### src/rtl/branch_resolve_pkg.sv
// Shared decode constants and FSM state type for the execute-stage branch resolver.
package branch_pkg;

  localparam logic [6:0] OP_BRANCH = 7'b1100011;
  localparam logic [6:0] OP_JAL    = 7'b1101111;
  localparam logic [6:0] OP_JALR   = 7'b1100111;

  localparam logic [2:0] F3_BEQ  = 3'b000;
  localparam logic [2:0] F3_BNE  = 3'b001;
  localparam logic [2:0] F3_BLT  = 3'b100;
  localparam logic [2:0] F3_BGE  = 3'b101;
  localparam logic [2:0] F3_BLTU = 3'b110;
  localparam logic [2:0] F3_BGEU = 3'b111;

  typedef enum logic [1:0] {
    IDLE     = 2'd0,
    REDIRECT = 2'd1,
    FLUSH    = 2'd2
  } br_state_e;

  // Unsigned rs1<rs2 from the signed compare: differing MSBs invert the result.
  function automatic logic unsigned_lt(input logic brlt, input logic rs1_msb, input logic rs2_msb);
    return brlt ^ (rs1_msb ^ rs2_msb);
  endfunction

endpackage

### src/rtl/branch_resolve_if.sv
// Execute-stage/fetch signal bundle for branch_resolve; slave is the resolver side.
interface branch_resolve_if #(
  parameter int AWIDTH    = 32,
  parameter int CNT_WIDTH = 32
);
  logic                 valid_i;
  logic [6:0]           opcode_i;
  logic [2:0]           funct3_i;
  logic [AWIDTH-1:0]    pc_i;
  logic [AWIDTH-1:0]    imm_i;
  logic [AWIDTH-1:0]    jalr_base_i;
  logic                 rs1_msb_i;
  logic                 rs2_msb_i;
  logic                 breq_i;
  logic                 brlt_i;
  logic                 redirect_ready_i;
  logic                 redirect_valid_o;
  logic [AWIDTH-1:0]    redirect_pc_o;
  logic                 flush_o;
  logic                 stall_o;
  logic                 illegal_o;
  logic [CNT_WIDTH-1:0] branch_cnt_o;
  logic [CNT_WIDTH-1:0] taken_cnt_o;

  modport master (
    output valid_i, opcode_i, funct3_i, pc_i, imm_i, jalr_base_i,
           rs1_msb_i, rs2_msb_i, breq_i, brlt_i, redirect_ready_i,
    input  redirect_valid_o, redirect_pc_o, flush_o, stall_o, illegal_o,
           branch_cnt_o, taken_cnt_o
  );

  modport slave (
    input  valid_i, opcode_i, funct3_i, pc_i, imm_i, jalr_base_i,
           rs1_msb_i, rs2_msb_i, breq_i, brlt_i, redirect_ready_i,
    output redirect_valid_o, redirect_pc_o, flush_o, stall_o, illegal_o,
           branch_cnt_o, taken_cnt_o
  );
endinterface

### src/rtl/branch_resolve_sat_counter.sv
// Saturating up-counter with synchronous clear; holds at all-ones instead of wrapping.
module sat_counter #(
  parameter int WIDTH = 32
) (
  input  logic             clk,
  input  logic             inc,
  input  logic             clear,
  output logic [WIDTH-1:0] value
);
  logic [WIDTH-1:0] r_value;

  always_ff @(posedge clk) begin
    if (clear)
      r_value <= '0;
    else if (inc && (r_value != '1))
      r_value <= r_value + 1'b1;
  end

  assign value = r_value;
endmodule

### src/rtl/branch_resolve.sv
// Resolves branch/JAL/JALR in execute, hands the redirect to fetch, then flushes
// younger stages for FLUSH_CYCLES cycles while stalling upstream.
module branch_resolve
  import branch_pkg::*;
#(
  parameter int AWIDTH       = 32,
  parameter int FLUSH_CYCLES = 2,
  parameter int CNT_WIDTH    = 32
) (
  input logic           clk,
  input logic           reset,
  branch_resolve_if.slave bus
);
  localparam int FCW = (FLUSH_CYCLES < 1) ? 1 : $clog2(FLUSH_CYCLES + 1);

  br_state_e         r_state;
  br_state_e         w_state_nxt;
  logic [AWIDTH-1:0] r_redirect_pc;
  logic              r_illegal;
  logic [FCW-1:0]    r_flush_cnt;

  logic              w_sample;
  logic              w_is_br;
  logic              w_is_jal;
  logic              w_is_jalr;
  logic              w_ltu;
  logic              w_taken;
  logic              w_illegal;
  logic              w_accept;
  logic [AWIDTH-1:0] w_target;
  logic [CNT_WIDTH-1:0] w_branch_cnt;
  logic [CNT_WIDTH-1:0] w_taken_cnt;

  assign w_sample = bus.valid_i && (r_state == IDLE);
  assign w_accept = (r_state == REDIRECT) && bus.redirect_ready_i;

  always_comb begin
    w_is_br   = (bus.opcode_i == OP_BRANCH);
    w_is_jal  = (bus.opcode_i == OP_JAL);
    w_is_jalr = (bus.opcode_i == OP_JALR);
    w_ltu     = unsigned_lt(bus.brlt_i, bus.rs1_msb_i, bus.rs2_msb_i);
    w_taken   = 1'b0;
    w_illegal = 1'b0;
    if (w_is_br) begin
      case (bus.funct3_i)
        F3_BEQ:  w_taken = bus.breq_i;
        F3_BNE:  w_taken = !bus.breq_i;
        F3_BLT:  w_taken = bus.brlt_i;
        F3_BGE:  w_taken = !bus.brlt_i;
        F3_BLTU: w_taken = w_ltu;
        F3_BGEU: w_taken = !w_ltu;
        default: w_illegal = 1'b1;
      endcase
    end else if (w_is_jal || w_is_jalr) begin
      w_taken = 1'b1;
    end
    w_target = w_is_jalr ? {bus.jalr_base_i[AWIDTH-1:1], 1'b0}
                         : bus.pc_i + bus.imm_i;
  end

  always_ff @(posedge clk) begin
    if (reset)
      r_state <= IDLE;
    else
      r_state <= w_state_nxt;
  end

  always_comb begin
    w_state_nxt = r_state;
    case (r_state)
      IDLE:     if (w_sample && w_taken) w_state_nxt = REDIRECT;
      REDIRECT: if (bus.redirect_ready_i) w_state_nxt = (FLUSH_CYCLES == 0) ? IDLE : FLUSH;
      FLUSH:    if (r_flush_cnt <= FCW'(1)) w_state_nxt = IDLE;
      default:  w_state_nxt = IDLE;
    endcase
  end

  always_ff @(posedge clk) begin
    if (reset) begin
      r_redirect_pc <= '0;
      r_illegal     <= 1'b0;
      r_flush_cnt   <= '0;
    end else begin
      r_illegal <= w_sample && w_illegal;
      if (w_sample && w_taken)
        r_redirect_pc <= w_target;
      // Counter is loaded on accept so flush_o spans exactly FLUSH_CYCLES cycles.
      if (w_accept)
        r_flush_cnt <= FCW'(FLUSH_CYCLES);
      else if ((r_state == FLUSH) && (r_flush_cnt != '0))
        r_flush_cnt <= r_flush_cnt - 1'b1;
    end
  end

  sat_counter #(.WIDTH(CNT_WIDTH)) u_branch_cnt (
    .clk   (clk),
    .inc   (w_sample && (w_is_br || w_is_jal || w_is_jalr)),
    .clear (reset),
    .value (w_branch_cnt)
  );

  sat_counter #(.WIDTH(CNT_WIDTH)) u_taken_cnt (
    .clk   (clk),
    .inc   (w_sample && w_taken),
    .clear (reset),
    .value (w_taken_cnt)
  );

  assign bus.redirect_valid_o = (r_state == REDIRECT);
  assign bus.redirect_pc_o    = r_redirect_pc;
  assign bus.flush_o          = (r_state == FLUSH);
  assign bus.stall_o          = (r_state != IDLE);
  assign bus.illegal_o        = r_illegal;
  assign bus.branch_cnt_o     = w_branch_cnt;
  assign bus.taken_cnt_o      = w_taken_cnt;
endmodule

### src/flat_wrapper.sv
// flat-port wrapper written by rule: the top's interface ports become plain ports
module branch_resolve_flat import branch_pkg::*;
#(
  parameter int AWIDTH       = 32,
  parameter int FLUSH_CYCLES = 2,
  parameter int CNT_WIDTH    = 32
)
  (clk, reset, bus_valid_i, bus_opcode_i, bus_funct3_i, bus_pc_i, bus_imm_i, bus_jalr_base_i, bus_rs1_msb_i, bus_rs2_msb_i, bus_breq_i, bus_brlt_i, bus_redirect_ready_i, bus_redirect_valid_o, bus_redirect_pc_o, bus_flush_o, bus_stall_o, bus_illegal_o, bus_branch_cnt_o, bus_taken_cnt_o);
  branch_resolve_if #(.AWIDTH(AWIDTH), .CNT_WIDTH(CNT_WIDTH)) bus_i ();
  input logic clk;
  input logic reset;
  input wire logic [$bits(bus_i.valid_i)-1:0] bus_valid_i;
  input wire logic [$bits(bus_i.opcode_i)-1:0] bus_opcode_i;
  input wire logic [$bits(bus_i.funct3_i)-1:0] bus_funct3_i;
  input wire logic [$bits(bus_i.pc_i)-1:0] bus_pc_i;
  input wire logic [$bits(bus_i.imm_i)-1:0] bus_imm_i;
  input wire logic [$bits(bus_i.jalr_base_i)-1:0] bus_jalr_base_i;
  input wire logic [$bits(bus_i.rs1_msb_i)-1:0] bus_rs1_msb_i;
  input wire logic [$bits(bus_i.rs2_msb_i)-1:0] bus_rs2_msb_i;
  input wire logic [$bits(bus_i.breq_i)-1:0] bus_breq_i;
  input wire logic [$bits(bus_i.brlt_i)-1:0] bus_brlt_i;
  input wire logic [$bits(bus_i.redirect_ready_i)-1:0] bus_redirect_ready_i;
  output wire logic [$bits(bus_i.redirect_valid_o)-1:0] bus_redirect_valid_o;
  output wire logic [$bits(bus_i.redirect_pc_o)-1:0] bus_redirect_pc_o;
  output wire logic [$bits(bus_i.flush_o)-1:0] bus_flush_o;
  output wire logic [$bits(bus_i.stall_o)-1:0] bus_stall_o;
  output wire logic [$bits(bus_i.illegal_o)-1:0] bus_illegal_o;
  output wire logic [$bits(bus_i.branch_cnt_o)-1:0] bus_branch_cnt_o;
  output wire logic [$bits(bus_i.taken_cnt_o)-1:0] bus_taken_cnt_o;
  assign bus_i.valid_i = bus_valid_i;
  assign bus_i.opcode_i = bus_opcode_i;
  assign bus_i.funct3_i = bus_funct3_i;
  assign bus_i.pc_i = bus_pc_i;
  assign bus_i.imm_i = bus_imm_i;
  assign bus_i.jalr_base_i = bus_jalr_base_i;
  assign bus_i.rs1_msb_i = bus_rs1_msb_i;
  assign bus_i.rs2_msb_i = bus_rs2_msb_i;
  assign bus_i.breq_i = bus_breq_i;
  assign bus_i.brlt_i = bus_brlt_i;
  assign bus_i.redirect_ready_i = bus_redirect_ready_i;
  assign bus_redirect_valid_o = bus_i.redirect_valid_o;
  assign bus_redirect_pc_o = bus_i.redirect_pc_o;
  assign bus_flush_o = bus_i.flush_o;
  assign bus_stall_o = bus_i.stall_o;
  assign bus_illegal_o = bus_i.illegal_o;
  assign bus_branch_cnt_o = bus_i.branch_cnt_o;
  assign bus_taken_cnt_o = bus_i.taken_cnt_o;
  branch_resolve #(.AWIDTH(AWIDTH), .FLUSH_CYCLES(FLUSH_CYCLES), .CNT_WIDTH(CNT_WIDTH)) u_core (.clk(clk), .reset(reset), .bus(bus_i));
endmodule
### config.mk
export PLATFORM = sky130hd
export DESIGN_NAME = branch_resolve_flat
export DESIGN_NICKNAME = d
export VERILOG_FILES = /design/src/rtl/branch_resolve_pkg.sv /design/src/rtl/branch_resolve_if.sv /design/src/rtl/branch_resolve_sat_counter.sv /design/src/rtl/branch_resolve.sv /design/src/flat_wrapper.sv
export SDC_FILE = /design/constraint.sdc
export NUM_CORES = 1
export LEC_CHECK = 0
export ABC_AREA = 1
export CAP_MARGIN = 25
export CORE_UTILIZATION = 51
export CTS_CLUSTER_DIAMETER = 150
export CTS_CLUSTER_SIZE = 25
export DETAILED_ROUTE_END_ITERATION = 10
export PLACE_DENSITY = 0.94
export SYNTH_ARGS = -nofsm -noshare
export SYNTH_HDL_FRONTEND = slang
export SYNTH_SLANG_ARGS = --single-unit
### constraint.sdc
create_clock -name clk -period 2.97 [get_ports clk]
set_clock_uncertainty 0.15 [all_clocks]
set_input_delay 0.594 -clock clk [delete_from_list [all_inputs] [get_ports clk]]
set_output_delay 0.594 -clock clk [all_outputs]
set_load 0.01 [all_outputs]
* Yosys cells after proc, flatten, opt, wreduce, memory -nomap -nowiden
Cells that the tools add are included.
Word-level totals: flip-flop bits (word level) 101, output and inout port bits 100
Cells by class: $add $sub $neg 4, magnitude comparators 1, eq/ne operators 15, multiplexer cells 12, bitwise operators 2, reduce and logical (&&, ||, !) cells 22
Operators with widths (number):
- $add 32x1->32 const B | 2
- $ne 32x32->1 const B | 2
- $add 32x32->32 | 1
- $mux 32 | 1
- $eq 7x7->1 const B | 3
- $eq 3x3->1 const B | 4
- $mux 2 | 5
- $logic_and 1x1->1 | 8
- $pmux 1 s6 | 1
- $pmux 2 s3 | 1
- $reduce_bool 2->1 | 3
- $reduce_or 6->1 | 1
- $mux 1 | 4
- $ne 2x2->1 const B | 2
- $eq 3x1->1 const B | 1
- $logic_not 1->1 | 3
- $logic_not 3->1 | 1
- $logic_or 1x1->1 | 3
- $reduce_and 3->1 | 1
- $eq 2x1->1 const B | 1
- $eq 2x2->1 const B | 1
- $le 2x1->1 const B | 1
- $logic_not 2->1 | 1
- $ne 2x1->1 const B | 1
- 3 further kinds | 4

* Logic depth before layout (Yosys ltp)
Gate-level depths: netlist of the first run.
depth after elaboration 8, depth in mapped cells 15

* Modules after synthesis
From an unflattened synthesis of the first run, not the netlist that was laid out.
Unflattened totals: cells, all modules 1418, area, all modules 8293.0 um^2
Modules (own cells, without submodules):
- branch_resolve | instances 1, cells an instance 770, area an instance 4169.0 um^2, sequential area each 740.7 um^2
- sat_counter | instances 2, cells an instance 324, area an instance 2062.0 um^2, sequential area each 640.6 um^2

* Least setup slack after synthesis of the first run
Ideal clock, no wire load.
path type input to register, start point input port bus_imm_i[0], end point register u_core.r_redirect_pc[24] (netlist: u_core.bus.redirect_pc_o[24]), setup time 140 ps, data arrival time 2018 ps, data required time 2680 ps, setup slack 662 ps, stages on the path 14, buffers on the path 0, path through ha_1 > fa_1 > nand3_1 > nand3_1 > nand2_1 > nand2_1 > nand2_1 > nand2_1 > nand2_1 > nand2_1 > nand2_1 > nand3_1 > nand2_1 > a21oi_2
Between the ends: longest elaborated chain between the ends 2
RTL lines:
- start, declared | RTL line flat_wrapper.sv:16 | input wire logic [$bits(bus_i.imm_i)-1:0] bus_imm_i;
- $add 32x32->32 | RTL line branch_resolve.sv:58 | : bus.pc_i + bus.imm_i;
- $mux 32 | RTL line branch_resolve.sv:57 | w_target = w_is_jalr ? {bus.jalr_base_i[AWIDTH-1:1], 1'b0}
- end signal, assigned | RTL line branch_resolve.sv:86 | r_redirect_pc <= w_target;
- end, declared | RTL line branch_resolve.sv:18 | logic [AWIDTH-1:0] r_redirect_pc;
No other way between the ends. A chain may end at the register's enable or synchronous reset.

* Worst setup path in the final report of the first run
start point input port bus_imm_i[11], end point register u_core.r_redirect_pc[22] (netlist: u_core.bus.redirect_pc_o[22])
Same word-level chain as after synthesis.

==> results of run 1 <==
==> power by group through the flow <==
| stage | sequential, mW | clock (mW) | combinational [mW] |
|---|---|---|---|
| 6_report | 1.36 | 1.23 | 0.763 |
| 5_1_grt | 1.36 | 1.29 | 0.850 |
| 4_1_cts | 1.36 | 1.24 | 0.757 |
| 3_5_place_dp | 1.39 | 0 | 0.751 |
| 3_3_place_gp | 1.39 | 0 | 0.736 |
| 2_1_floorplan | 1.39 | 0 | 0.443 |
==> flip-flops by register name, summed over array words and instances, names as in the netlist <==
register                   flops
u_core.r_flush_cnt             2
u_core.bus.redirect_pc_o      32
u_core.bus.illegal_o           1
u_core.u_taken_cnt.value      32
u_core.u_branch_cnt.value     32
u_core.r_state                 2
==> cell type report <==
cell class / instances / share of cell area, %
Sequential cell: 101 / 18.4
Multi-Input combinational cell: 1068 / 48.7
Clock buffer: 10 / 2.17
Inverter: 207 / 7.16
Timing Repair Buffer: 226 / 20.6
Tap cell: 216 / 2.46
Clock inverter: 6 / 0.569
==> worst register-to-register path, delay by kind of cell, from the launching register on <==
kind	cells	cell delay, ns
AOI/OAI and AO/OA	1	0.14
adders and majority gates	1	0.27
buffers and inverters	1	0.27
DFF	1	0.41
and+or+nand+nor	7	0.97
==> synthesized netlist by cell type, drive strengths merged (13+ instances only) <==
cell / count
a21oi: 107
buf: 18
dfxtp: 101
ha: 35
inv: 204
nand2: 507
nand3: 70
nand4: 21
nor2: 177
nor3: 34
o21ai: 34
xnor2: 13
xor2: 36
==> routing by layer <==
| layer | vias to the layer above | part of all wire [%] | track usage, % |
|---|---|---|---|
| li1 | 4816 | - | - |
| met5 | - | 0 | 0 |
| met1 | 4288 | 42 | 38.7 |
| met3 | 71 | 7.0 | 6.19 |
| met2 | 357 | 48 | 56.7 |
| met4 | 0 | 3.4 | 12.9 |
==> kinds of logic (layout without fill, tap and decap cells) <==
kind of cell / count (synthesis) / in the layout / share of synthesized area, %
muxes: 5 / 5 / 0.600
DFF: 101 / 101 / 24.2
xor gates and xnor gates: 49 / 49 / 5.14
adders and majority gates: 36 / 36 / 5.49
AOI/OAI and AO/OA: 146 / 146 / 9.68
and+or+nand+nor: 832 / 832 / 43.2
buffers and inverters: 236 / 449 / 11.7
==> stage by stage <==
step	utilization, %	total power, mW	instance area [µm²]	worst slack [ns]	hold slack (ns)
2_1_floorplan	-	1.84	8350	0.662	0.324
3_3_place_gp	67.0	2.13	10700	0.0500	0.303
3_5_place_dp	67.0	2.14	10700	0.00787	0.307
4_1_cts	68.9	3.36	11000	0.371	0.320
5_1_grt	68.9	3.50	11000	0.212	0.354
6_report	68.9	3.35	11000	0.321	0.321
==> worst paths after layout <==
path	depth (start not counted)	slack, ns	end	startpoint
max	12	0.32	u_core.bus.redirect_pc_o[22]$_SDFFE_PP0P_	bus_imm_i[11]
min	2	0.32	u_core.bus.redirect_pc_o[18]$_SDFFE_PP0P_	u_core.bus.redirect_pc_o[18]$_SDFFE_PP0P_
max reg2reg	10	0.70	u_core.u_branch_cnt.value[7]$_SDFFE_PP0P_	u_core.u_branch_cnt.value[0]$_SDFFE_PP0P_
min reg2reg	2	0.32	u_core.bus.redirect_pc_o[18]$_SDFFE_PP0P_	u_core.bus.redirect_pc_o[18]$_SDFFE_PP0P_
==> impl_metrics.prom, run 1 <==
# TYPE chip_impl_metric gauge
chip_impl_metric{name="synthesis.area_per_instance",unit="µm²"} 5.94
chip_impl_info{name="cts_tree",value="done"} 1
chip_impl_metric{name="max_stage_delay",unit="ns"} 0.44
chip_impl_metric{name="cap_violations",unit=""} 0
chip_impl_info{name="hp-class",value="reg2reg"} 1
chip_impl_metric{name="hold_buffers",unit=""} 0
chip_impl_metric{name="worst_slew_pin_tran",unit="ns"} 0.538
chip_impl_metric{name="gpl.final_weighted_congestion",unit=""} 0.994
chip_impl_metric{name="synthDistinctLibCells",unit=""} 47
chip_impl_metric{name="critPathArrivalTime",unit="ns"} 2.74
chip_impl_info{name="post_synth_main_area_contributors",value="dfxtp_1 24%, nand2_1 22%, inv_1 8.9%"} 1
chip_impl_metric{name="critPathMaxFanout",unit=""} 5
chip_impl_metric{name="clock_transition_time_at_the_flip_flop_clock_pins_of_the_worst_setup_and_hold_paths",unit="ns"} 0.08
chip_impl_metric{name="final_period_minus_worst_setup_slack",unit="ns"} 2.65
chip_impl_metric{name="synth_seq_cells",unit=""} 101
chip_impl_metric{name="data_required_time_of_the_worst_path",unit="ns"} 3.06
chip_impl_metric{name="cts_max_level",unit=""} 3
chip_impl_metric{name="relSlewSlack",unit="%"} 63.9
chip_impl_metric{name="cts_resized",unit=""} 0
chip_impl_metric{name="clkPwrFrac",unit="%"} 36.6
chip_impl_info{name="mostFrequentLayoutCell",value="nand2_1"} 1
chip_impl_metric{name="placed_cells_incl_taps",unit=""} 1818
chip_impl_metric{name="clock_tree.buffer_depth",unit=""} 2
chip_impl_metric{name="antennaDiodeCount",unit=""} 0
chip_impl_metric{name="syn_to_final_growth",unit="%"} 31.6
chip_impl_info{name="synth_top_cell_by_area",value="dfxtp_1"} 1
chip_impl_info{name="worstPathCellList",value="clkdlybuf4s50_1, ha_1, nand2_1, nor2_1, and2_1, nand2_1, nand2_1, nand2_1, nand3_1, nand3_1, nand2_1, a21oi_2"} 1
chip_impl_metric{name="postSynth.asyncResetShare",unit="%"} 0
chip_impl_metric{name="fin_crit_sh",unit="%"} 89.2
chip_impl_metric{name="grt_max_degree",unit=""} 41
chip_impl_metric{name="chipHeight",unit="µm"} 130
chip_impl_metric{name="totalNegativeSetupSlack",unit="ns"} 0
chip_impl_info{name="sort_of_element_at_the_end_of_the_critical_path",value="register"} 1
chip_impl_metric{name="gr-total-overflow",unit=""} 0
chip_impl_info{name="run_status",value="finished, final reports clean"} 1
chip_impl_metric{name="cts_buf_count",unit=""} 9
chip_impl_metric{name="synth_top_area_share",unit="%"} 24.2
chip_impl_metric{name="multi_input_area",unit="µm²"} 5350
chip_impl_metric{name="port_buffers",unit=""} 212
chip_impl_metric{name="top_level_ports",unit=""} 214
chip_impl_metric{name="p_sw",unit="mW"} 1.04
chip_impl_metric{name="timing.final.setup_violations",unit=""} 0
chip_impl_metric{name="power.ir.vdd_worst",unit="µV"} 312
chip_impl_info{name="cpMostUsedCell",value="nand2_1"} 1
chip_impl_info{name="grt_setup_unrepaired",value="no"} 1
chip_impl_metric{name="power.static_leakage",unit="nW"} 4.93
chip_impl_metric{name="antenna_violations_before_repair",unit=""} 0
chip_impl_metric{name="share_of_total_power_in_sequential_cells",unit="%"} 40.6
chip_impl_metric{name="fin_nets",unit=""} 1763
chip_impl_metric{name="ys_seq_area_share",unit="%"} 24.2
chip_impl_metric{name="wire_length_of_the_first_global_routing_pass",unit="µm"} 43000
chip_impl_metric{name="syn_nets",unit=""} 1555
chip_impl_info{name="ys_dominant_reg_cell",value="dfxtp_1"} 1
chip_impl_metric{name="post_route_cells_drive_above_1_share",unit="%"} 6.61
chip_impl_metric{name="initialDrtViolationCount",unit=""} 607
chip_impl_metric{name="netSwitchingFraction",unit="%"} 31.0
chip_impl_metric{name="final_max_slew_viol_count",unit=""} 0
chip_impl_info{name="cpLargestDelayFamily",value="simple AND/OR/NAND/NOR gates"} 1
chip_impl_metric{name="final_hold_viol_count",unit=""} 0
chip_impl_metric{name="post_cts.repair.setup_buffers",unit=""} 0
chip_impl_metric{name="drc",unit=""} 0
chip_impl_metric{name="initial_utilization",unit="%"} 52.4
chip_impl_metric{name="totalWireLength",unit="µm"} 26400
chip_impl_metric{name="fin_cells",unit=""} 1834
chip_impl_metric{name="antenna_left",unit=""} 0
chip_impl_info{name="cp_max_stage_cell",value="clkdlybuf4s50_1"} 1
chip_impl_metric{name="achievable-frequency",unit="GHz"} 0.378
chip_impl_metric{name="power.internal",unit="mW"} 2.31
chip_impl_metric{name="critical_path_buf_inv_count",unit=""} 1
chip_impl_metric{name="first_pass_iters",unit=""} 5
chip_impl_metric{name="synthesis.area",unit="µm²"} 8350
chip_impl_info{name="cts_root_buffer",value="clkbuf_16"} 1
chip_impl_metric{name="synth.yosys.warnings",unit=""} 0
chip_impl_info{name="mostFrequentLayoutCells",value="498 x nand2_1, 211 x clkdlybuf4s50_1, 198 x inv_1"} 1
chip_impl_metric{name="placeableCoreArea",unit="µm²"} 15900
chip_impl_metric{name="clock_insertion_delay_worst_skew",unit="ns"} 0.36
chip_impl_metric{name="clock-sinks",unit=""} 101
chip_impl_metric{name="via_count_of_the_first_global_routing_pass",unit=""} 9153
chip_impl_metric{name="wl_per_cell",unit="µm"} 14.4
chip_impl_metric{name="fillers",unit=""} 1434
chip_impl_metric{name="dp_hpwl",unit="µm"} 21200
chip_impl_metric{name="globalRouteTotalUtil",unit="%"} 32.3
chip_impl_metric{name="design.die.area",unit="µm²"} 16900
chip_impl_metric{name="std_cell_rows",unit=""} 46
chip_impl_metric{name="synthesis.instances",unit=""} 1405
chip_impl_info{name="critical_path.startpoint_type",value="input pin"} 1
chip_impl_metric{name="via_count",unit=""} 9532
chip_impl_metric{name="pwr-share-comb",unit="%"} 22.8
chip_impl_info{name="worst-setup-path-type",value="in2reg"} 1
chip_impl_metric{name="pwr_per_cell_area",unit="nW/µm²"} 305
chip_impl_metric{name="via_per_inst",unit=""} 5.20
chip_impl_metric{name="width_of_the_chip",unit="µm"} 130
chip_impl_metric{name="register_area",unit="µm²"} 2020
chip_impl_metric{name="synth_edf_count",unit=""} 0
Note: power is estimated with default switching activity, not from simulation.
==> run 2, diff against run 1 <==
Settings changed: CORE_ASPECT_RATIO from default to 1.2.
==> run 2 against run 1 <==
Effect of this change: hold slack worse by 0.0056 ns; sequential power hardly changed; clock power hardly changed; sequential share of layout area hardly changed; setup slack better by 0.073 ns; design area is 0.17% lower; final cell count is 0.38% lower; largest cell class unchanged; largest power group unchanged.
==> impl_metrics.prom, run 2 (synthesis results as in run 1) <==
# TYPE chip_impl_metric gauge
chip_impl_metric{name="rrSetupSlack",unit="ns"} 0.54
chip_impl_metric{name="chipHeight",unit="µm"} 142
chip_impl_metric{name="worst_slew_pin_tran",unit="ns"} 0.816
chip_impl_metric{name="antenna_violations_before_repair",unit=""} 0
chip_impl_metric{name="finalHoldWorstSlack",unit="ns"} 0.315
chip_impl_info{name="rr_endpoint",value="u_core.u_branch_cnt.value[2]$_SDFFE_PP0P_"} 1
chip_impl_metric{name="clock_insertion_delay_worst_skew",unit="ns"} 0.35
chip_impl_metric{name="relSlewSlack",unit="%"} 45.6
chip_impl_metric{name="post_cts.repair.setup_buffers",unit=""} 0
chip_impl_metric{name="cts_buf_count",unit=""} 9
chip_impl_metric{name="achievable-frequency",unit="GHz"} 0.388
chip_impl_metric{name="power.static_leakage",unit="nW"} 4.93
chip_impl_metric{name="antenna_left",unit=""} 0
chip_impl_metric{name="via_count_of_the_first_global_routing_pass",unit=""} 8952
chip_impl_metric{name="clock-sinks",unit=""} 101
chip_impl_metric{name="final_hold_viol_count",unit=""} 0
chip_impl_metric{name="top_level_ports",unit=""} 214
chip_impl_metric{name="data_required_time_of_the_worst_path",unit="ns"} 3.03
chip_impl_info{name="hp-class",value="reg2reg"} 1
chip_impl_metric{name="via_per_inst",unit=""} 5.21
chip_impl_metric{name="design.die.area",unit="µm²"} 16900
chip_impl_metric{name="globalRouteTotalUtil",unit="%"} 30.2
chip_impl_metric{name="power.internal",unit="mW"} 2.35
chip_impl_metric{name="fillers",unit=""} 1394
chip_impl_metric{name="drc",unit=""} 0
chip_impl_metric{name="placeableCoreArea",unit="µm²"} 15800
chip_impl_info{name="whs_endpoint",value="u_core.bus.redirect_pc_o[31]$_SDFFE_PP0P_"} 1
chip_impl_metric{name="power.ir.vdd_worst",unit="µV"} 272
chip_impl_info{name="run_status",value="finished, final reports clean"} 1
chip_impl_metric{name="clkPwrFrac",unit="%"} 36.5
chip_impl_info{name="worst_hold_startpoint",value="u_core.bus.redirect_pc_o[31]$_SDFFE_PP0P_"} 1
chip_impl_metric{name="via_count",unit=""} 9525
chip_impl_info{name="sort_of_element_at_the_end_of_the_critical_path",value="register"} 1
chip_impl_metric{name="port_buffers",unit=""} 212
chip_impl_metric{name="netSwitchingFraction",unit="%"} 29.4
chip_impl_metric{name="first_pass_iters",unit=""} 5
chip_impl_metric{name="std_cell_rows",unit=""} 50
chip_impl_metric{name="timing.final.setup_violations",unit=""} 0
chip_impl_metric{name="width_of_the_chip",unit="µm"} 119
chip_impl_info{name="critical_path.startpoint_type",value="input pin"} 1
chip_impl_metric{name="wl_per_cell",unit="µm"} 13.8
chip_impl_metric{name="final_period_minus_worst_setup_slack",unit="ns"} 2.58
chip_impl_metric{name="cts_resized",unit=""} 0
chip_impl_info{name="mostFrequentLayoutCells",value="498 x nand2_1, 211 x clkdlybuf4s50_1, 198 x inv_1"} 1
chip_impl_info{name="grt_setup_unrepaired",value="no"} 1
chip_impl_metric{name="final_max_slew_viol_count",unit=""} 0
chip_impl_metric{name="critPathMaxFanout",unit=""} 4
chip_impl_metric{name="share_of_total_power_in_sequential_cells",unit="%"} 40.8
chip_impl_metric{name="cts_max_level",unit=""} 3
chip_impl_metric{name="cap_violations",unit=""} 0
chip_impl_info{name="mostFrequentLayoutCell",value="nand2_1"} 1
chip_impl_metric{name="p_sw",unit="µW"} 982
chip_impl_metric{name="reg2reg_depth",unit=""} 10
chip_impl_metric{name="gr-total-overflow",unit=""} 0
chip_impl_metric{name="clock_transition_time_at_the_flip_flop_clock_pins_of_the_worst_setup_and_hold_paths",unit="ns"} 0.07
chip_impl_metric{name="pwr-share-comb",unit="%"} 22.7
chip_impl_metric{name="pwr_per_cell_area",unit="nW/µm²"} 304
chip_impl_metric{name="dp_hpwl",unit="µm"} 20300
chip_impl_metric{name="pre_cts_slack",unit="ns"} 0.0349
chip_impl_metric{name="syn_to_final_growth",unit="%"} 31.4
chip_impl_metric{name="initial_utilization",unit="%"} 52.7
chip_impl_metric{name="critPathArrivalTime",unit="ns"} 2.63
chip_impl_info{name="worst-setup-path-type",value="in2reg"} 1
chip_impl_metric{name="fin_util",unit="%"} 69.3
chip_impl_metric{name="fin_nets",unit=""} 1764
chip_impl_metric{name="worst_slack",unit="ns"} 0.395
chip_impl_metric{name="initialDrtViolationCount",unit=""} 558
chip_impl_metric{name="hold_buffers",unit=""} 0
chip_impl_metric{name="hold-path-cell-count",unit=""} 2
chip_impl_metric{name="post_route_cells_drive_above_1_share",unit="%"} 6.67
chip_impl_metric{name="antennaDiodeCount",unit=""} 0
chip_impl_metric{name="clock_tree.buffer_depth",unit=""} 2
chip_impl_metric{name="wire_length_of_the_first_global_routing_pass",unit="µm"} 41400
chip_impl_metric{name="power",unit="mW"} 3.33
chip_impl_metric{name="grt_max_degree",unit=""} 65
chip_impl_metric{name="totalWireLength",unit="µm"} 25200
chip_impl_metric{name="totalNegativeSetupSlack",unit="ns"} 0
chip_impl_info{name="cts_root_buffer",value="clkbuf_16"} 1
chip_impl_info{name="cts_tree",value="done"} 1
chip_impl_info{name="crit-reg2reg-launch",value="u_core.u_branch_cnt.value[0]$_SDFFE_PP0P_"} 1
chip_impl_metric{name="fin_crit_sh",unit="%"} 86.7
chip_impl_metric{name="gpl.final_weighted_congestion",unit=""} 0.928
[run 2: critical path: stages]
cell and delay, ns:
clkdlybuf4s50_1 0.41, ha_1 0.23, fa_1 0.45, nand3_1 0.11, nand3_1 0.11, nand2_1 0.08, nand2_1 0.07, nand2_1 0.07
nand2_1 0.08, nand2_1 0.12, nand2_1 0.06, nand2_1 0.06, nand3_1 0.06, nand2_1 0.08, a21oi_2 0.05
[run 2: routing by layer]
layer | global-route usage (%) | vias up | wire length, µm
met5 | 0 | - | 0
met4 | 14.1 | 0 | 1090
met3 | 3.25 | 73 | 1270
met2 | 56.1 | 369 | 12600
met1 | 34.4 | 4264 | 10200
li1 | - | 4819 | -
[run 2: stage by stage]
| stage | area [µm²] | cells |
|---|---|---|
| 3_5_place_dp | 10700 | 1811 |
| 3_3_place_gp | 10700 | 1811 |
| 2_1_floorplan | 8350 | 1405 |
| 6_report | 11000 | 1827 |
| 5_1_grt | 11000 | 1827 |
| 4_1_cts | 11000 | 1827 |
[run 2: power groups by stage]
| stage | Combinational [mW] | Clock [mW] | Sequential (mW) |
|---|---|---|---|
| 2_1_floorplan | 0.443 | 0 | 1.39 |
| 3_3_place_gp | 0.728 | 0 | 1.39 |
| 3_5_place_dp | 0.744 | 0 | 1.39 |
| 4_1_cts | 0.748 | 1.22 | 1.36 |
| 5_1_grt | 0.845 | 1.26 | 1.36 |
| 6_report | 0.757 | 1.22 | 1.36 |
[run 2: cell type report]
cell class	instances	area, µm²	share of cell area [%]
multi-input cells	1068	5350	48.8
repair buffers	227	2250	20.6
flip-flops and latches	101	2020	18.4
inverters	207	787	7.17
well taps	208	260	2.37
clock buffers	9	225	2.05
clock inverters	7	72.6	0.661
[run 2: worst max-delay path by stage]
stage / startpoint / slack [ns] / endpoint
6_report: bus_imm_i[0] / 0.39 / u_core.bus.redirect_pc_o[24]$_SDFFE_PP0P_
5_1_grt: bus_imm_i[0] / 0.22 / u_core.bus.redirect_pc_o[24]$_SDFFE_PP0P_
4_1_cts: bus_imm_i[0] / 0.40 / u_core.bus.redirect_pc_o[20]$_SDFFE_PP0P_
3_5_place_dp: bus_imm_i[0] / 0.03 / u_core.bus.redirect_pc_o[20]$_SDFFE_PP0P_
3_3_place_gp: bus_imm_i[0] / 0.05 / u_core.bus.redirect_pc_o[20]$_SDFFE_PP0P_
2_1_floorplan: bus_imm_i[0] / 0.66 / u_core.bus.redirect_pc_o[24]$_SDFFE_PP0P_
==> run 3, diff against run 2 <==
Settings changed: CORE_UTILIZATION 51 to 52, CTS_BUF_LIST from default to sky130_fd_sc_hd__clkbuf_4, PLACE_DENSITY 0.94 to 0.95.
==> run 3 against run 2 <==
Effect of this change: hold slack improved by 0.011 ns; largest cell class unchanged; sequential power barely moved; register-to-register slack about the same; non-clock buffer count down 3; maximum frequency up 3.2%; routed wire length fell by 0.40%; global-route usage fell by 0.15 points; first-iteration DRC count is 35% higher; design area down 2.0%; via count is 0.42% higher; clock power is 45% lower.
==> impl_metrics.prom, run 3 (synthesis results as in run 1) <==
# TYPE chip_impl_metric gauge
chip_impl_info{name="mostFrequentLayoutCells",value="498 x nand2_1, 211 x clkdlybuf4s50_1, 198 x inv_1"} 1
chip_impl_metric{name="clock_transition_time_at_the_flip_flop_clock_pins_of_the_worst_setup_and_hold_paths",unit="ns"} 0.15
chip_impl_metric{name="fin_util",unit="%"} 68.8
chip_impl_metric{name="fin_nets",unit=""} 1761
chip_impl_metric{name="gpl.final_weighted_congestion",unit=""} 0.935
chip_impl_metric{name="post_route_cells_drive_above_1_share",unit="%"} 6.44
chip_impl_metric{name="syn_to_final_growth",unit="%"} 28.8
chip_impl_metric{name="cts_max_level",unit=""} 3
chip_impl_info{name="worstPathCellList",value="clkdlybuf4s50_1, ha_1, fa_1, nand3_1, nand3_1, nand3_1, nand3b_1, nand2_1, nand2_1, nand2_1, nand3_1, nand2_1, a21oi_1"} 1
chip_impl_metric{name="netSwitchingFraction",unit="%"} 32.1
chip_impl_metric{name="top_level_ports",unit=""} 214
chip_impl_metric{name="placed_area",unit="µm²"} 10600
chip_impl_metric{name="clock-sinks",unit=""} 101
chip_impl_metric{name="globalRouteTotalUtil",unit="%"} 30.0
chip_impl_metric{name="critPathArrivalTime",unit="ns"} 2.68
chip_impl_metric{name="power.internal",unit="mW"} 1.89
chip_impl_metric{name="antenna_left",unit=""} 0
chip_impl_metric{name="fillers",unit=""} 1404
chip_impl_metric{name="clock_tree.buffer_depth",unit=""} 2
chip_impl_metric{name="cts_resized",unit=""} 0
chip_impl_metric{name="wire_length_of_the_first_global_routing_pass",unit="µm"} 40600
chip_impl_metric{name="via_count_of_the_first_global_routing_pass",unit=""} 8795
chip_impl_metric{name="fin_cells",unit=""} 1825
chip_impl_metric{name="wl_per_cell",unit="µm"} 13.7
chip_impl_metric{name="pre_cts_slack",unit="ns"} -0.00157
chip_impl_metric{name="initialDrtViolationCount",unit=""} 754
chip_impl_metric{name="final_hold_viol_count",unit=""} 0
chip_impl_metric{name="power.ir.vdd_worst",unit="µV"} 124
chip_impl_metric{name="grt_max_degree",unit=""} 65
chip_impl_metric{name="cap_violations",unit=""} 0
chip_impl_metric{name="clock_insertion_delay_worst_skew",unit="ns"} 0.46
chip_impl_metric{name="chipHeight",unit="µm"} 141
chip_impl_metric{name="timing.final.setup_violations",unit=""} 0
chip_impl_info{name="cts_tree",value="done"} 1
chip_impl_metric{name="placeableCoreArea",unit="µm²"} 15600
chip_impl_info{name="grt_setup_unrepaired",value="no"} 1
chip_impl_metric{name="power.static_leakage",unit="nW"} 4.83
chip_impl_info{name="run_status",value="finished, final reports clean"} 1
chip_impl_metric{name="initial_utilization",unit="%"} 53.4
chip_impl_info{name="hp-class",value="reg2reg"} 1
chip_impl_metric{name="port_buffers",unit=""} 212
chip_impl_metric{name="final_period_minus_worst_setup_slack",unit="ns"} 2.50
chip_impl_info{name="cts_root_buffer",value="clkbuf_4"} 1
chip_impl_metric{name="achievable-frequency",unit="GHz"} 0.401
chip_impl_metric{name="hold_buffers",unit=""} 0
chip_impl_info{name="mostFrequentLayoutCell",value="nand2_1"} 1
chip_impl_metric{name="finalHoldWorstSlack",unit="ns"} 0.326
chip_impl_info{name="critical_path.startpoint_type",value="input pin"} 1
chip_impl_info{name="worst-setup-path-type",value="in2reg"} 1
chip_impl_metric{name="totalNegativeSetupSlack",unit="ns"} 0
chip_impl_info{name="cp_max_stage_cell",value="clkdlybuf4s50_1"} 1
chip_impl_metric{name="placed_cells_incl_taps",unit=""} 1808
chip_impl_metric{name="clkPwrFrac",unit="%"} 24.1
chip_impl_metric{name="cts_buf_count",unit=""} 9
chip_impl_metric{name="p_sw",unit="µW"} 893
chip_impl_metric{name="worst_slack",unit="ns"} 0.474
chip_impl_metric{name="finish.instance_area",unit="µm²"} 10800
chip_impl_metric{name="relSlewSlack",unit="%"} 46.6
chip_impl_metric{name="max_stage_delay",unit="ns"} 0.42
chip_impl_metric{name="design.die.area",unit="µm²"} 16600
chip_impl_metric{name="dp_hpwl",unit="µm"} 20400
chip_impl_metric{name="drc",unit=""} 0
chip_impl_metric{name="std_cell_rows",unit=""} 50
chip_impl_metric{name="via_per_inst",unit=""} 5.24
chip_impl_info{name="sort_of_element_at_the_end_of_the_critical_path",value="register"} 1
chip_impl_metric{name="fin_crit_sh",unit="%"} 84.0
chip_impl_metric{name="pwr-share-comb",unit="%"} 27.0
chip_impl_metric{name="post_cts.repair.setup_buffers",unit=""} 0
chip_impl_metric{name="final_max_slew_viol_count",unit=""} 0
chip_impl_metric{name="width_of_the_chip",unit="µm"} 118
chip_impl_metric{name="antenna_violations_before_repair",unit=""} 1
chip_impl_metric{name="pwr_per_cell_area",unit="nW/µm²"} 259
chip_impl_metric{name="critPathMaxFanout",unit=""} 3
chip_impl_metric{name="gr-total-overflow",unit=""} 0
chip_impl_metric{name="via_count",unit=""} 9565
chip_impl_metric{name="share_of_total_power_in_sequential_cells",unit="%"} 48.9
chip_impl_metric{name="first_pass_iters",unit=""} 5
chip_impl_metric{name="data_required_time_of_the_worst_path",unit="ns"} 3.15
chip_impl_metric{name="totalWireLength",unit="µm"} 25100
chip_impl_metric{name="power",unit="mW"} 2.79
chip_impl_metric{name="worst_slew_pin_tran",unit="ns"} 0.801
run 3: area by class of cell:
| cell class | instances | area (µm²) | area share (%) |
|---|---|---|---|
| antenna | 1 | 2.50 | 0.0233 |
| inverter | 207 | 787 | 7.32 |
| tap | 208 | 260 | 2.42 |
| multi-input combinational | 1068 | 5350 | 49.7 |
| timing repair buffer | 224 | 2220 | 20.6 |
| clock buffer | 12 | 90.1 | 0.838 |
| clock inverter | 4 | 25.0 | 0.233 |
| sequential | 101 | 2020 | 18.8 |
run 3: layer usage:
layer  GRT usage [%]  vias to the layer above  part of all wire, %
met5               0                        -                    0
met4            17.2                        0                  5.1
li1                -                     4807                    -
met3            2.91                       92                  4.6
met1            33.5                     4291                   40
met2            55.5                      375                   50
run 3: worst paths after layout:
check | slack (ns) | cells after the start | endpoint | start
worst min register to register | 0.33 | 2 | u_core.bus.redirect_pc_o[28]$_SDFFE_PP0P_ | u_core.bus.redirect_pc_o[28]$_SDFFE_PP0P_
worst max-delay path | 0.47 | 13 | u_core.bus.redirect_pc_o[28]$_SDFFE_PP0P_ | bus_imm_i[0]
worst min-delay path | 0.33 | 2 | u_core.bus.redirect_pc_o[28]$_SDFFE_PP0P_ | u_core.bus.redirect_pc_o[28]$_SDFFE_PP0P_
worst max register to register | 0.53 | 10 | u_core.u_branch_cnt.value[1]$_SDFFE_PP0P_ | u_core.u_branch_cnt.value[0]$_SDFFE_PP0P_
run 3: critical path, delay by kind of cell:
family | cells | cell delay, ns
and+or+nand+nor | 9 | 0.98
adders and majority gates | 2 | 0.64
buffers and inverters | 1 | 0.42
AOI/OAI and AO/OA | 1 | 0.05
run 3: power by group through the flow:
stage / logic, mW / clock network (mW) / registers [mW]
final: 0.753 / 0.670 / 1.36
after global placement: 0.722 / 0 / 1.39
after floorplan: 0.443 / 0 / 1.39
after global routing: 0.836 / 0.734 / 1.36
after CTS: 0.744 / 0.679 / 1.36
after detailed placement: 0.741 / 0 / 1.39
